$ cat config.mk
export PLATFORM = sky130hd
export DESIGN_NAME = dff_bank_arbiter_flat
export DESIGN_NICKNAME = d
export VERILOG_FILES = /design/src/rtl/dff_bank_arbiter_pkg.sv /design/src/rtl/dff_bank_arbiter_if.sv /design/src/rtl/dff_bank_arbiter_rr_arbiter.sv /design/src/rtl/dff_bank_arbiter.sv /design/src/flat_wrapper.sv
export SDC_FILE = /design/constraint.sdc
export NUM_CORES = 1
export LEC_CHECK = 0
export BUFFER_PORTS_ARGS = -buffer_cell sky130_fd_sc_hd__buf_2
export CAP_MARGIN = 5
export CORE_UTILIZATION = 47
export DETAILED_ROUTE_END_ITERATION = 8
export MAX_ROUTING_LAYER = met4
export PLACE_DENSITY = 0.8
export SLEW_MARGIN = 25
export SYNTH_ARGS = -nofsm -noshare
export SYNTH_HDL_FRONTEND = slang
export SYNTH_HIERARCHICAL = 1
export SYNTH_SLANG_ARGS = --single-unit
$ cat constraint.sdc
create_clock -name clk -period 3.3 [get_ports clk]
set_clock_uncertainty 0.15 [all_clocks]
set_input_delay 0.165 -clock clk [delete_from_list [all_inputs] [get_ports clk]]
set_output_delay 0.165 -clock clk [all_outputs]
set_load 0.01 [all_outputs]
$ cat src/rtl/dff_bank_arbiter_pkg.sv
// Shared opcode and state definitions for the flip-flop bank arbiter.
package dff_ctrl_pkg;

  localparam logic [1:0] OP_LOAD = 2'b00;
  localparam logic [1:0] OP_SET  = 2'b01;
  localparam logic [1:0] OP_CLR  = 2'b10;
  localparam logic [1:0] OP_NOP  = 2'b11;

  typedef enum logic [1:0] {
    ST_IDLE   = 2'b00,
    ST_DRIVE  = 2'b01,
    ST_SETTLE = 2'b10
  } state_e;

endpackage

$ cat src/rtl/dff_bank_arbiter_if.sv
// Requester handshake plus flip-flop bank pins; slave = arbiter side, master = requesters/bank side.
interface dff_bank_arbiter_if #(
  parameter int WIDTH = 8,
  parameter int NREQ  = 4
);
  logic [NREQ-1:0]       req;
  logic [2*NREQ-1:0]     op;
  logic [WIDTH*NREQ-1:0] wdata;
  logic [NREQ-1:0]       gnt;
  logic [NREQ-1:0]       done;
  logic                  busy;
  logic                  err;
  logic [WIDTH-1:0]      ff_clr_n;
  logic [WIDTH-1:0]      ff_set_n;
  logic [WIDTH-1:0]      ff_d;
  logic [WIDTH-1:0]      ff_q;

  modport slave (
    input  req, op, wdata, ff_q,
    output gnt, done, busy, err, ff_clr_n, ff_set_n, ff_d
  );

  modport master (
    output req, op, wdata, ff_q,
    input  gnt, done, busy, err, ff_clr_n, ff_set_n, ff_d
  );
endinterface

$ cat src/rtl/dff_bank_arbiter_rr_arbiter.sv
// Combinational round-robin picker: first requester strictly after ptr (mod NREQ) wins.
module rr_arbiter #(
  parameter int NREQ = 4,
  parameter int PW   = 2
) (
  input  logic [NREQ-1:0] req,
  input  logic [PW-1:0]   ptr,
  output logic [NREQ-1:0] grant,
  output logic [PW-1:0]   idx,
  output logic            valid
);

  logic [PW-1:0] cand_s;

  // Scan ptr+1 .. ptr+NREQ and keep the first active request.
  always_comb begin
    grant  = '0;
    idx    = '0;
    valid  = 1'b0;
    cand_s = '0;
    for (int k = 1; k <= NREQ; k++) begin
      cand_s = PW'((int'(ptr) + k) % NREQ);
      if (!valid && req[cand_s]) begin
        valid         = 1'b1;
        grant[cand_s] = 1'b1;
        idx           = cand_s;
      end else begin
        valid = valid;
      end
    end
  end

endmodule

$ cat src/rtl/dff_bank_arbiter.sv
// Round-robin arbiter owning a shared D flip-flop bank; optional readback check under DFF_READBACK_EN.
module dff_bank_arbiter
  import dff_ctrl_pkg::*;
#(
  parameter int WIDTH = 8,
  parameter int NREQ  = 4
) (
  input  logic          clk,
  input  logic          clr,
  dff_bank_arbiter_if.slave bus
);

  localparam int PW = (NREQ > 1) ? $clog2(NREQ) : 1;

  state_e           state_r;
  logic [PW-1:0]    ptr_r;
  logic [PW-1:0]    idx_r;
  logic [1:0]       op_r;
  logic [WIDTH-1:0] data_r;
  logic [NREQ-1:0]  gnt_r;
  logic [NREQ-1:0]  done_r;
  logic             busy_r;

  logic [NREQ-1:0]  win_grant_s;
  logic [PW-1:0]    win_idx_s;
  logic             win_valid_s;
  logic [1:0]       op_sel_s;
  logic [WIDTH-1:0] data_sel_s;
  logic [WIDTH-1:0] clr_n_s;
  logic [WIDTH-1:0] set_n_s;
  logic [WIDTH-1:0] d_s;

  rr_arbiter #(.NREQ(NREQ), .PW(PW)) u_rr (
    .req   (bus.req),
    .ptr   (ptr_r),
    .grant (win_grant_s),
    .idx   (win_idx_s),
    .valid (win_valid_s)
  );

  // Mux the winner's opcode and load data out of the flattened request buses.
  always_comb begin
    op_sel_s   = OP_NOP;
    data_sel_s = '0;
    for (int i = 0; i < NREQ; i++) begin
      if (win_idx_s == PW'(i)) begin
        op_sel_s   = bus.op[2*i +: 2];
        data_sel_s = bus.wdata[WIDTH*i +: WIDTH];
      end else begin
        op_sel_s = op_sel_s;
      end
    end
  end

  // Control FSM with registered grant, done and busy.
  always_ff @(posedge clk or posedge clr) begin
    if (clr) begin
      state_r <= ST_IDLE;
      ptr_r   <= PW'(NREQ - 1);
      idx_r   <= '0;
      op_r    <= OP_NOP;
      data_r  <= '0;
      gnt_r   <= '0;
      done_r  <= '0;
      busy_r  <= 1'b0;
    end else begin
      case (state_r)
        ST_IDLE: begin
          done_r <= '0;
          if (win_valid_s) begin
            idx_r   <= win_idx_s;
            op_r    <= op_sel_s;
            data_r  <= data_sel_s;
            gnt_r   <= win_grant_s;
            busy_r  <= 1'b1;
            state_r <= ST_DRIVE;
          end else begin
            gnt_r  <= '0;
            busy_r <= 1'b0;
          end
        end
        ST_DRIVE: begin
          done_r  <= gnt_r;
          state_r <= ST_SETTLE;
        end
        ST_SETTLE: begin
          ptr_r   <= idx_r;
          gnt_r   <= '0;
          done_r  <= '0;
          busy_r  <= 1'b0;
          state_r <= ST_IDLE;
        end
        default: begin
          gnt_r   <= '0;
          done_r  <= '0;
          busy_r  <= 1'b0;
          state_r <= ST_IDLE;
        end
      endcase
    end
  end

  // Bank pins: clear while clr is high, drive the latched op in DRIVE, otherwise recirculate Q.
  always_comb begin
    clr_n_s = '1;
    set_n_s = '1;
    d_s     = bus.ff_q;
    if (clr) begin
      clr_n_s = '0;
      d_s     = '0;
    end else if (state_r == ST_DRIVE) begin
      case (op_r)
        OP_LOAD: d_s = data_r;
        OP_SET: begin
          set_n_s = '0;
          d_s     = '1;
        end
        OP_CLR: begin
          clr_n_s = '0;
          d_s     = '0;
        end
        OP_NOP:  d_s = bus.ff_q;
        default: d_s = bus.ff_q;
      endcase
    end else begin
      d_s = bus.ff_q;
    end
  end

  assign bus.gnt      = gnt_r;
  assign bus.done     = done_r;
  assign bus.busy     = busy_r;
  assign bus.ff_clr_n = clr_n_s;
  assign bus.ff_set_n = set_n_s;
  assign bus.ff_d     = d_s;

`ifdef DFF_READBACK_EN
  logic [WIDTH-1:0] exp_r;
  logic             err_r;

  function automatic logic [WIDTH-1:0] expected_q(input logic [1:0] opc,
                                                  input logic [WIDTH-1:0] data,
                                                  input logic [WIDTH-1:0] q);
    logic [WIDTH-1:0] val;
    val = q;
    case (opc)
      OP_LOAD: val = data;
      OP_SET:  val = '1;
      OP_CLR:  val = '0;
      OP_NOP:  val = q;
      default: val = q;
    endcase
    return val;
  endfunction

  // Capture the expected bank value in DRIVE and compare it against Q in SETTLE; err is sticky.
  always_ff @(posedge clk or posedge clr) begin
    if (clr) begin
      exp_r <= '0;
      err_r <= 1'b0;
    end else begin
      if (state_r == ST_DRIVE) begin
        exp_r <= expected_q(op_r, data_r, bus.ff_q);
      end else begin
        exp_r <= exp_r;
      end
      if ((state_r == ST_SETTLE) && (bus.ff_q != exp_r)) begin
        err_r <= 1'b1;
      end else begin
        err_r <= err_r;
      end
    end
  end

  assign bus.err = err_r;
`else
  assign bus.err = 1'b0;
`endif

endmodule

$ cat src/flat_wrapper.sv
// flat-port wrapper written by rule: the top's interface ports become plain ports
module dff_bank_arbiter_flat import dff_ctrl_pkg::*;
#(
  parameter int WIDTH = 8,
  parameter int NREQ  = 4
)
  (clk, clr, bus_req, bus_op, bus_wdata, bus_ff_q, bus_gnt, bus_done, bus_busy, bus_err, bus_ff_clr_n, bus_ff_set_n, bus_ff_d);
  dff_bank_arbiter_if #(.WIDTH(WIDTH), .NREQ(NREQ)) bus_i ();
  input  logic clk;
  input  logic clr;
  input wire logic [$bits(bus_i.req)-1:0] bus_req;
  input wire logic [$bits(bus_i.op)-1:0] bus_op;
  input wire logic [$bits(bus_i.wdata)-1:0] bus_wdata;
  input wire logic [$bits(bus_i.ff_q)-1:0] bus_ff_q;
  output wire logic [$bits(bus_i.gnt)-1:0] bus_gnt;
  output wire logic [$bits(bus_i.done)-1:0] bus_done;
  output wire logic [$bits(bus_i.busy)-1:0] bus_busy;
  output wire logic [$bits(bus_i.err)-1:0] bus_err;
  output wire logic [$bits(bus_i.ff_clr_n)-1:0] bus_ff_clr_n;
  output wire logic [$bits(bus_i.ff_set_n)-1:0] bus_ff_set_n;
  output wire logic [$bits(bus_i.ff_d)-1:0] bus_ff_d;
  assign bus_i.req = bus_req;
  assign bus_i.op = bus_op;
  assign bus_i.wdata = bus_wdata;
  assign bus_i.ff_q = bus_ff_q;
  assign bus_gnt = bus_i.gnt;
  assign bus_done = bus_i.done;
  assign bus_busy = bus_i.busy;
  assign bus_err = bus_i.err;
  assign bus_ff_clr_n = bus_i.ff_clr_n;
  assign bus_ff_set_n = bus_i.ff_set_n;
  assign bus_ff_d = bus_i.ff_d;
  dff_bank_arbiter #(.WIDTH(WIDTH), .NREQ(NREQ)) u_core (.clk(clk), .clr(clr), .bus(bus_i));
endmodule
==> out/metrics.csv <==
metric,value,unit
status,finished clean,
mapped cell area,0.001938,mm2
"Avg Cell Area, Syn",9.318,um2
number of global-route vias before repair,1461,
Clock Tree Buf Depth,2,
number of buffers created by CTS,3,
MaxCap Viol Count,0,
Post-synth EDFFs,0,
DRC violations left,0,
HP Class,in2reg,
largest net degree at the start of global routing,26,
IO Count,88,
GR peak layer,met2,
final core utilization,0.6103,
global-route met3 utilization,0.02759,
Worst VDD drop,525.6,uV
Tcrit/Tclk final,0.9174,
leakage,1.213,nW
CP Capture Type,flop,
Yosys reg bits,25,
WS Path Type,reg2reg,
Worst Min Path Start,bus_wdata[6],
GRT Residual Overflow,0,
Die Ht,66.22,um
Placed Cells,319,
worst hold path stage count,3,
Root Driver,clkbuf_8,
pwr/cell area,891.6,mW/mm2
Initial Util,0.5102,
setup violators final,0,
worst hold margin,0.07118,ns
first-pass GRT wire length,6651,um
Core Region,0.003799,mm2
first drt pass iteration count,4,
GR Layer Usage met1,0.2611,
antenna violations before repair,0,
Worst Path Arrival,3.04,ns
CTS H-tree depth,1,
top cell type's share of synthesized area,0.2711,
post-CTS setup buffers,0,
CTS Hold Bufs,1,
P&R area growth vs syn,19.63,%
Post-DP Area,0.002263,mm2
Synth area leader,dfrtp_1,
row cnt,22,
Layout Cells excl Fill,324,
IO Port Bufs,86,
Vias/cell,5.352,
reg2reg start,u_core/ptr_r[0],
Peak Freq,330.3,MHz
Antenna diodes,0,
cells along the critical path,inv_2 -> ha_1 -> a221oi_1 -> a211oi_1 -> o22a_1 -> or4b_1 -> o221ai_1,
register area share after synthesis,0.3254,
Netlist cell types,46,
nets,339,
hpwl dp,3367,um
share of cells above drive strength 1,0.4058,
Worst R2R Setup Slack,0.27,ns
Worst-path clk slew,0.08,ns
Critical Path Source Type,flop,
Hold EP,u_core/data_r[6],
post-DR wirelength/cell,13.27,um
via count,1734,
top_reg_cell synth,dfrtp_1,
YS warnings,6,
worst path required time,3.32,ns
fin area,0.002318,mm2
Syn Nets,270,
Total Routing Usage GR,0.2010,
grt met2 use,0.3355,
clock latency on the worst-skew pair,0.26,ns
RSZ-0062 raised after global routing,no,
"FFs w/ async S/R, synth",1.000,
setup tns final,0,ns
CP peak stage delay,0.74,ns
DR iter-0 viols,75,
R2R cell count,7,
final antenna-violating net count,0,
Post-Synthesis Cells,208,
final wirelength,4301,um
"Slowest-stage cell, CP",dfstp_2,
crit path max fanout,17,
min cycle time layout,3.028,ns
Area contributors post-synth,"dfrtp_1, mux2i_1, nand2_1, buf_4, dfstp_2",
Die Wd,66.22,um
PostCTS Resize Cnt,0,
Commonest cells post-synth,"nand2_1, dfrtp_1, mux2i_1",
R2R Path End,u_core/data_r[4],
GP Congestion,0.9502,
Final Hold Fails,0,
top-count cell post-synth,nand2_1,
CTS Sinks,25,
fin. max-slew vios,0,
Die ar.,0.004384,mm2
CTS tree,done,
[worst max-delay path, delay by kind of cell, from the launching register on]
family          cells  cell delay, ns
buf+inv             1            0.14
compound gates      4            0.84
flops               1            0.74
fa+ha+maj           1            0.34
simple gates        1            0.72
[final cells by class]
type | instances | area [um2]
repair buffers | 90 | 462.9
multi-input cells | 150 | 1089
flip-flops and latches | 25 | 630.6
inverters | 7 | 31.28
clock buffers | 4 | 45.04
fillers | 336 | 1480
well taps | 48 | 60.06
[power by group]
group / internal [W] / switching [W] / total [W]
clock network: 0.0000859 / 0.0000856 / 0.000172
registers: 0.000454 / 0.000130 / 0.000585
logic: 0.000596 / 0.000714 / 0.00131
[layer usage]
metal / vias to the layer above / part of all wire / wire [um]
met5: - / 0 / 0
met4: 0 / 0.0063 / 27
met3: 2 / 0.060 / 259
met2: 67 / 0.51 / 2183
met1: 801 / 0.43 / 1831
li1: 864 / - / -
[worst max path at each step]
| stage | slack (ns) | depth (start not counted) | to | startpoint |
|---|---|---|---|---|
| global placement | 0.43 | 7 | u_core/op_r[1] | u_core/ptr_r[0] |
| CTS | 0.27 | 7 | u_core/data_r[0] | u_core/ptr_r[0] |
| finish | 0.27 | 7 | u_core/data_r[4] | u_core/ptr_r[0] |
| global route | 0.12 | 7 | u_core/data_r[4] | u_core/ptr_r[0] |
| floorplan | 0.47 | 10 | u_core/op_r[1] | u_core/ptr_r[0] |
| detailed placement | 0.29 | 7 | u_core/data_r[0] | u_core/ptr_r[0] |
[stage by stage]
step                      worst slack [ns]  total power (W)
after CTS                           0.2699         0.002076
after detailed placement            0.2926         0.001898
final                               0.2724         0.002067
after floorplan                     0.4667         0.001658
after global routing                0.1194         0.002244
after global placement              0.4323         0.001863
[cells by family after synthesis]
family,Yosys count,share of synthesized area
DFF,25,0.3254
AOI/OAI and AO/OA,55,0.2046
adders and majority gates,8,0.05165
and+or+nand+nor,61,0.1536
buffers and inverters,33,0.1130
muxes,25,0.1498
other,1,0.001935
[sequential cells by signal (all words and copies together) (netlist names)]
signal and cells:
u_core/bus.busy 1, u_core/state_r 2, u_core/op_r 2, u_core/bus.done 4, u_core/data_r 8, u_core/bus.gnt 4, u_core/idx_r 2, u_core/ptr_r 2
[cell usage in the layout (no fill, tap or decap), types with 2 or more instances in the layout]
cell and n:
a21boi_0 2, a21o_1 4, a21oi_1 10, a221o_1 4, a31oi_1 2, and2_1 4, buf_2 86, buf_4 3
clkbuf_8 3, dfrtp_1 21, dfstp_2 4, ha_1 8, inv_1 5, mux2_2 2, mux2i_1 20, mux4_2 2
nand2_1 37, nand2b_1 2, nand3_1 2, nor2_1 5, nor2b_1 2, o21ai_0 11, o21ai_1 5, o221ai_1 9
(Power assumes the default switching activity.)
